[src/rtl/ibex_dmem_pkg.sv]
// rtl/ibex_dmem_pkg.sv - shared state encoding and sizing constants for the Ibex data-memory bridge
package ibex_dmem_pkg;

  typedef enum logic [2:0] {
    IDLE,
    REQ,
    WAIT_RV,
    RESP,
    ERR
  } dmem_state_e;

  localparam int unsigned DMEM_WORD_BYTES        = 4;
  localparam int unsigned DMEM_WORD_SHIFT        = $clog2(DMEM_WORD_BYTES);
  localparam int unsigned DMEM_DEFAULT_DEPTH     = 1024;
  localparam logic [31:0] DMEM_DEFAULT_BASE_ADDR = 32'h0000_0000;

endpackage

[src/rtl/ibex_dmem_bridge_if.sv]
// rtl/ibex_dmem_bridge_if.sv - Ibex LSU data-port handshake (req/gnt/rvalid) between core and bridge
interface ibex_dmem_bridge_if;

  logic        data_req_i;
  logic        data_gnt_o;
  logic        data_we_i;
  logic [3:0]  data_be_i;
  logic [31:0] data_addr_i;
  logic [31:0] data_wdata_i;
  logic        data_rvalid_o;
  logic [31:0] data_rdata_o;
  logic        data_err_o;

  modport master (
    output data_req_i, data_we_i, data_be_i, data_addr_i, data_wdata_i,
    input  data_gnt_o, data_rvalid_o, data_rdata_o, data_err_o
  );

  modport slave (
    input  data_req_i, data_we_i, data_be_i, data_addr_i, data_wdata_i,
    output data_gnt_o, data_rvalid_o, data_rdata_o, data_err_o
  );

endinterface

[src/rtl/ibex_dmem_addr_chk.sv]
// rtl/ibex_dmem_addr_chk.sv - byte address to SRAM word index translation with in-range flag
module ibex_dmem_addr_chk
  import ibex_dmem_pkg::*;
#(
  parameter int unsigned DEPTH     = DMEM_DEFAULT_DEPTH,
  parameter logic [31:0] BASE_ADDR = DMEM_DEFAULT_BASE_ADDR,
  localparam int unsigned AW       = $clog2(DEPTH)
) (
  input  logic [31:0]   addr,
  output logic [AW-1:0] word_idx,
  output logic          in_range
);

  logic [31:0] offset;
  logic [31:0] word;

  // The byte-offset bits fall away in the shift; the LSU only issues aligned accesses.
  assign offset   = addr - BASE_ADDR;
  assign word     = offset >> DMEM_WORD_SHIFT;
  assign word_idx = word[AW-1:0];
  assign in_range = (addr >= BASE_ADDR) && (word < DEPTH);

endmodule

[src/rtl/ibex_dmem_bridge.sv]
// rtl/ibex_dmem_bridge.sv - single-outstanding LSU to SRAM bridge with range errors
// Optional SRAM handshake timeout enabled by defining DMEM_BRIDGE_TIMEOUT_EN.
module ibex_dmem_bridge
  import ibex_dmem_pkg::*;
#(
  parameter int unsigned DEPTH          = DMEM_DEFAULT_DEPTH,
  parameter logic [31:0] BASE_ADDR      = DMEM_DEFAULT_BASE_ADDR,
`ifdef DMEM_BRIDGE_TIMEOUT_EN
  parameter int unsigned TIMEOUT_CYCLES = 16,
`endif
  localparam int unsigned AW            = $clog2(DEPTH)
) (
  input  logic                 clk_i,
  input  logic                 rst_ni,
  ibex_dmem_bridge_if.slave    lsu,
  output logic                 sram_req_o,
  input  logic                 sram_gnt_i,
  input  logic                 sram_rvalid_i,
  output logic                 sram_we_o,
  output logic [3:0]           sram_be_o,
  output logic [AW-1:0]        sram_addr_o,
  output logic [31:0]          sram_wdata_o,
  input  logic [31:0]          sram_rdata_i,
  output logic [31:0]          lsu_addr_ctr_o
);

  dmem_state_e   state_q;
  logic [AW-1:0] word_idx;
  logic          in_range;
  logic          gnt;
  logic          timeout;
  logic          rvalid_q;
  logic          err_q;
  logic [31:0]   rdata_q;

  ibex_dmem_addr_chk #(
    .DEPTH     (DEPTH),
    .BASE_ADDR (BASE_ADDR)
  ) u_addr_chk (
    .addr     (lsu.data_addr_i),
    .word_idx (word_idx),
    .in_range (in_range)
  );

  assign gnt               = (state_q == IDLE) && lsu.data_req_i;
  assign lsu.data_gnt_o    = gnt;
  assign lsu.data_rvalid_o = rvalid_q;
  assign lsu.data_err_o    = err_q;
  assign lsu.data_rdata_o  = rdata_q;

`ifdef DMEM_BRIDGE_TIMEOUT_EN
  localparam int unsigned TW = $clog2(TIMEOUT_CYCLES + 1);
  logic [TW-1:0] to_cnt_q;

  // Fires on the cycle that would make the wait TIMEOUT_CYCLES long, so ERR follows directly.
  assign timeout = (state_q == REQ || state_q == WAIT_RV) && (to_cnt_q == TW'(TIMEOUT_CYCLES - 1));

  always_ff @(posedge clk_i or negedge rst_ni) begin
    if (!rst_ni) begin
      to_cnt_q <= '0;
    end else if (gnt) begin
      to_cnt_q <= '0;
    end else if (state_q == REQ || state_q == WAIT_RV) begin
      to_cnt_q <= to_cnt_q + TW'(1);
    end
  end
`else
  assign timeout = 1'b0;
`endif

  always_ff @(posedge clk_i or negedge rst_ni) begin
    if (!rst_ni) begin
      state_q        <= IDLE;
      sram_req_o     <= 1'b0;
      sram_we_o      <= 1'b0;
      sram_be_o      <= 4'h0;
      sram_addr_o    <= '0;
      sram_wdata_o   <= 32'h0;
      lsu_addr_ctr_o <= 32'h0;
      rvalid_q       <= 1'b0;
      err_q          <= 1'b0;
      rdata_q        <= 32'h0;
    end else begin
      unique case (state_q)
        IDLE: begin
          if (lsu.data_req_i) begin
            sram_we_o      <= lsu.data_we_i;
            sram_be_o      <= lsu.data_be_i;
            sram_addr_o    <= word_idx;
            sram_wdata_o   <= lsu.data_wdata_i;
            lsu_addr_ctr_o <= lsu.data_addr_i;
            if (in_range) begin
              state_q    <= REQ;
              sram_req_o <= 1'b1;
            end else begin
              state_q  <= ERR;
              rvalid_q <= 1'b1;
              err_q    <= 1'b1;
              rdata_q  <= 32'h0;
            end
          end
        end
        REQ: begin
          if (timeout) begin
            state_q    <= ERR;
            sram_req_o <= 1'b0;
            rvalid_q   <= 1'b1;
            err_q      <= 1'b1;
            rdata_q    <= 32'h0;
          end else if (sram_gnt_i) begin
            // A same-cycle rvalid is deliberately not consumed here.
            state_q    <= WAIT_RV;
            sram_req_o <= 1'b0;
          end
        end
        WAIT_RV: begin
          if (timeout) begin
            state_q  <= ERR;
            rvalid_q <= 1'b1;
            err_q    <= 1'b1;
            rdata_q  <= 32'h0;
          end else if (sram_rvalid_i) begin
            state_q  <= RESP;
            rvalid_q <= 1'b1;
            rdata_q  <= sram_we_o ? 32'h0 : sram_rdata_i;
          end
        end
        RESP, ERR: begin
          state_q  <= IDLE;
          rvalid_q <= 1'b0;
          err_q    <= 1'b0;
        end
        default: begin
          state_q <= IDLE;
        end
      endcase
    end
  end

endmodule

[src/flat_wrapper.sv]
// flat-port wrapper written by rule: the top's interface ports become plain ports
module ibex_dmem_bridge_flat import ibex_dmem_pkg::*;
#(
  parameter int unsigned DEPTH          = DMEM_DEFAULT_DEPTH,
  parameter logic [31:0] BASE_ADDR      = DMEM_DEFAULT_BASE_ADDR,

  localparam int unsigned AW            = $clog2(DEPTH)
)
  (clk_i, rst_ni, sram_req_o, sram_gnt_i, sram_rvalid_i, sram_we_o, sram_be_o, sram_addr_o, sram_wdata_o, sram_rdata_i, lsu_addr_ctr_o, lsu_data_req_i, lsu_data_we_i, lsu_data_be_i, lsu_data_addr_i, lsu_data_wdata_i, lsu_data_gnt_o, lsu_data_rvalid_o, lsu_data_rdata_o, lsu_data_err_o);
  ibex_dmem_bridge_if lsu_i ();
  input  logic clk_i;
  input  logic rst_ni;
  output logic sram_req_o;
  input  logic sram_gnt_i;
  input  logic sram_rvalid_i;
  output logic sram_we_o;
  output logic [3:0] sram_be_o;
  output logic [AW-1:0] sram_addr_o;
  output logic [31:0] sram_wdata_o;
  input  logic [31:0] sram_rdata_i;
  output logic [31:0] lsu_addr_ctr_o;
  input wire logic [$bits(lsu_i.data_req_i)-1:0] lsu_data_req_i;
  input wire logic [$bits(lsu_i.data_we_i)-1:0] lsu_data_we_i;
  input wire logic [$bits(lsu_i.data_be_i)-1:0] lsu_data_be_i;
  input wire logic [$bits(lsu_i.data_addr_i)-1:0] lsu_data_addr_i;
  input wire logic [$bits(lsu_i.data_wdata_i)-1:0] lsu_data_wdata_i;
  output wire logic [$bits(lsu_i.data_gnt_o)-1:0] lsu_data_gnt_o;
  output wire logic [$bits(lsu_i.data_rvalid_o)-1:0] lsu_data_rvalid_o;
  output wire logic [$bits(lsu_i.data_rdata_o)-1:0] lsu_data_rdata_o;
  output wire logic [$bits(lsu_i.data_err_o)-1:0] lsu_data_err_o;
  assign lsu_i.data_req_i = lsu_data_req_i;
  assign lsu_i.data_we_i = lsu_data_we_i;
  assign lsu_i.data_be_i = lsu_data_be_i;
  assign lsu_i.data_addr_i = lsu_data_addr_i;
  assign lsu_i.data_wdata_i = lsu_data_wdata_i;
  assign lsu_data_gnt_o = lsu_i.data_gnt_o;
  assign lsu_data_rvalid_o = lsu_i.data_rvalid_o;
  assign lsu_data_rdata_o = lsu_i.data_rdata_o;
  assign lsu_data_err_o = lsu_i.data_err_o;
  ibex_dmem_bridge #(.DEPTH(DEPTH), .BASE_ADDR(BASE_ADDR)) u_core (.clk_i(clk_i), .rst_ni(rst_ni), .lsu(lsu_i), .sram_req_o(sram_req_o), .sram_gnt_i(sram_gnt_i), .sram_rvalid_i(sram_rvalid_i), .sram_we_o(sram_we_o), .sram_be_o(sram_be_o), .sram_addr_o(sram_addr_o), .sram_wdata_o(sram_wdata_o), .sram_rdata_i(sram_rdata_i), .lsu_addr_ctr_o(lsu_addr_ctr_o));
endmodule
[config.mk]
export PLATFORM = sky130hd
export DESIGN_NAME = ibex_dmem_bridge_flat
export DESIGN_NICKNAME = d
export VERILOG_FILES = /design/src/rtl/ibex_dmem_pkg.sv /design/src/rtl/ibex_dmem_bridge_if.sv /design/src/rtl/ibex_dmem_addr_chk.sv /design/src/rtl/ibex_dmem_bridge.sv /design/src/flat_wrapper.sv
export SDC_FILE = /design/constraint.sdc
export NUM_CORES = 1
export LEC_CHECK = 0
export BUFFER_PORTS_ARGS = -buffer_cell sky130_fd_sc_hd__buf_4
export CORE_MARGIN = 2
export CORE_UTILIZATION = 40
export DETAILED_ROUTE_END_ITERATION = 10
export PLACE_DENSITY = 0.82
export RECOVER_POWER = 25
export SLEW_MARGIN = 5
export SYNTH_ARGS = -nofsm -noshare
export SYNTH_HDL_FRONTEND = slang
export SYNTH_SLANG_ARGS = --single-unit
[constraint.sdc]
create_clock -name clk_i -period 5.4 [get_ports clk_i]
set_input_delay 1.08 -clock clk_i [delete_from_list [all_inputs] [get_ports clk_i]]
set_output_delay 1.08 -clock clk_i [all_outputs]
set_load 0.005 [all_outputs]
==> flow_summary.ini <==
[layout]
final_layout_size_suffix_gt1_frac = 0.6291
fin_nets = 589
num-fill-cells = 864
layout_commonest_cell = buf_4
layout_common_cells = buf_4, dfrtp_1, mux2_4
syn2layout_area_growth_pct = 42.03
num_antenna_cells = 0
fin_cells = 628

[worst_setup_path]
cp-start-kind = input pin
cp_data_required_time_ns = 5.81
crit_buf_inv = 2
cp-end-kind = async pin
crit_type = input pin to async pin
cp_slowest_stage_delay_ns = 1.95
cp_data_arrival_time_ns = 3.91
cp_cell_sequence = clkbuf_1 -> buf_4
rrSetupSlack_ns = 2.83
cp_slowest_cell = clkbuf_1
critPathMaxFanout = 55
crit_family = buffers and inverters

[floorplan]
die_area_mm2 = 0.01217
start_util = 0.4133
die_x_um = 110.3
fp.coreArea_mm2 = 0.01094
die_y_um = 110.3
rows = 38
ios = 221

[sta]
period_needed_ns = 3.505
rsz0062_at_grt = false
report.final.slew_viol_count = 56
setup_ws_ns = 1.895
skew_ns = 0.007798
fin_crit_sh = 0.6491
fmax_mhz = 285.3
worst_pin_slew_ns = 2.810
max_slew_margin = -0.8733
fin_tns_setup_ns = 0
timing.hold.ws_ns = 0.4993
setup_viol_count_final = 0
report.final.hold_viol_count = 0

[global_routing]
overflow = 0
antenna_found_initial = 0
grt_first_pass_wirelength_um = 15800
grt_max_degree = 56
grt_pass1_vias = 3095
grt_use_total = 0.1700

[clocking]
cts_root_buf = clkbuf_16
cts.path.max_buffers = 2
cts_tree = yes
numClockSinks = 107
htreeDepth = 3
cts-resized-gates = 0
clock_latency_ns = 0.33
clkTransAtPathRegs_ns = 0.06
cts_hold_buf = 0
numCtsBuffers = 9
cts_setup_buffers = 0

[power_and_ir_drop]
seq_power_share = 0.465
p_leak_nw = 3.267
p_sw_frac = 0.2254
internal_power_mw = 1.556
irDropWorstVdd_v = 0.0001978
switchingPower_uw = 452.8
total_power_mw = 2.009
pwr-share-clk = 0.338
power_frac_comb = 0.197
powerDensity_mw_per_mm2 = 313.0

[logic_synthesis]
syn_area_per_cell_um2 = 16.49
netlist_area_mm2 = 0.004519
synth-seq-cells = 107
ys_warn_count = 0
synth.net_count = 380
syn-instance-count = 274
seq_area_frac_synth = 0.5925
synth_cell_types = 29

[route]
vias = 3082
drc = 0
wl_per_cell_um = 17.13
viasPerCell = 4.908
drt_pass1_iterations = 4
routed_wl_um = 10760
first_iter_violations = 163
drtAntennaViolNets = 0

[run]
cap_violations = 1

[worst_hold_path]
hold_path.class = flop to flop

[place]
dp.cells = 612
place_congestion = 0.7818
portBuffers = 220
dp_slack_ns = 1.695
dp_hpwl_um = 7934

[run_status]
status = complete, but fails checks
violations = capacitance limit, slew limit
[synthesized netlist by cell type (all sizes together)]
master	n	area, um^2
dfrtp	107	2678
mux2	69	1036
a22o	32	280.3
buf	26	274.0
nor4	7	43.79
nand2	5	18.77
nor2	4	15.01
nand2b	3	26.27
a21boi	2	15.02
a21oi	2	10.01
inv	2	7.510
nand3	2	10.01
nor3	2	21.27
o21ai	2	10.01
a2111oi	1	8.760
a211oi	1	7.510
a221oi	1	8.760
a2bb2oi	1	8.760
and2	1	6.260
nand3b	1	7.510
o21bai	1	7.510
o31ai	1	12.51
or2	1	6.260
[cells by family (layout without fill, tap and decap cells)]
family	after synthesis	count (layout)	synth area share
flip-flops	107	107	0.5925
multiplexers	69	69	0.2292
AO/OA/AOI/OAI	44	44	0.08168
buffers and inverters	28	242	0.06229
AND/OR/NAND/NOR	26	26	0.03433
[per-stage QoR]
step | area (um^2) | utilization
final | 6419 | 0.5870
after global routing | 6419 | 0.5870
after CTS | 6441 | 0.5890
after detailed placement | 6117 | 0.5594
after global placement | 6117 | 0.5594
after floorplan | 4519 | -
[worst paths after layout]
| check | to | cells after the start | from |
|---|---|---|---|
| hold reg to reg | u_core.lsu.data_rdata_o[22] | 1 | u_core.lsu.data_rdata_o[22] |
| min in group asynchronous | u_core.sram_wdata_o[18] | 1 | rst_ni |
| hold / removal | u_core.lsu.data_rdata_o[22] | 1 | u_core.lsu.data_rdata_o[22] |
| setup / recovery | u_core.sram_wdata_o[15] | 2 | rst_ni |
| setup reg to reg | u_core.lsu_addr_ctr_o[18] | 5 | u_core.state_q[1] |
| max in group clk_i | u_core.lsu.data_rdata_o[6] | 5 | lsu_data_addr_i[29] |
[registers in the layout, summed over array words and instances, names as in the netlist]
register / flops
u_core.lsu.data_err_o: 1
u_core.lsu.data_rdata_o: 32
u_core.lsu.data_rvalid_o: 1
u_core.lsu_addr_ctr_o: 32
u_core.sram_be_o: 4
u_core.sram_req_o: 1
u_core.sram_wdata_o: 32
u_core.sram_we_o: 1
u_core.state_q: 3
[per-layer routing]
layer  wire [um]  GRT usage  vias up
met5           0          0        -
met3         795    0.04350       16
met4         163    0.05179        0
met1        4379     0.2177     1526
met2        5421     0.2840      146
li1            -          -     1394
[power by group through the flow]
| stage | clock network (mW) | registers [mW] | logic, mW |
|---|---|---|---|
| 6_report | 0.680 | 0.934 | 0.395 |
| 2_1_floorplan | 0 | 0.945 | 0.185 |
| 4_1_cts | 0.698 | 0.936 | 0.406 |
| 5_1_grt | 0.739 | 0.944 | 0.425 |
| 3_3_place_gp | 0 | 0.944 | 0.398 |
| 3_5_place_dp | 0 | 0.949 | 0.405 |
[cell type report]
cell class	instances	area, um^2	area share
timing repair buffer	224	1659	0.2585
sequential	107	2678	0.4172
clock inverter	3	43.79	0.006823
inverter	2	7.507	0.001170
clock buffer	13	280.3	0.04366
multi-input combinational	139	1575	0.2454
tap	140	175.2	0.02729
No activity file was read; power rests on OpenSTA's default activity.
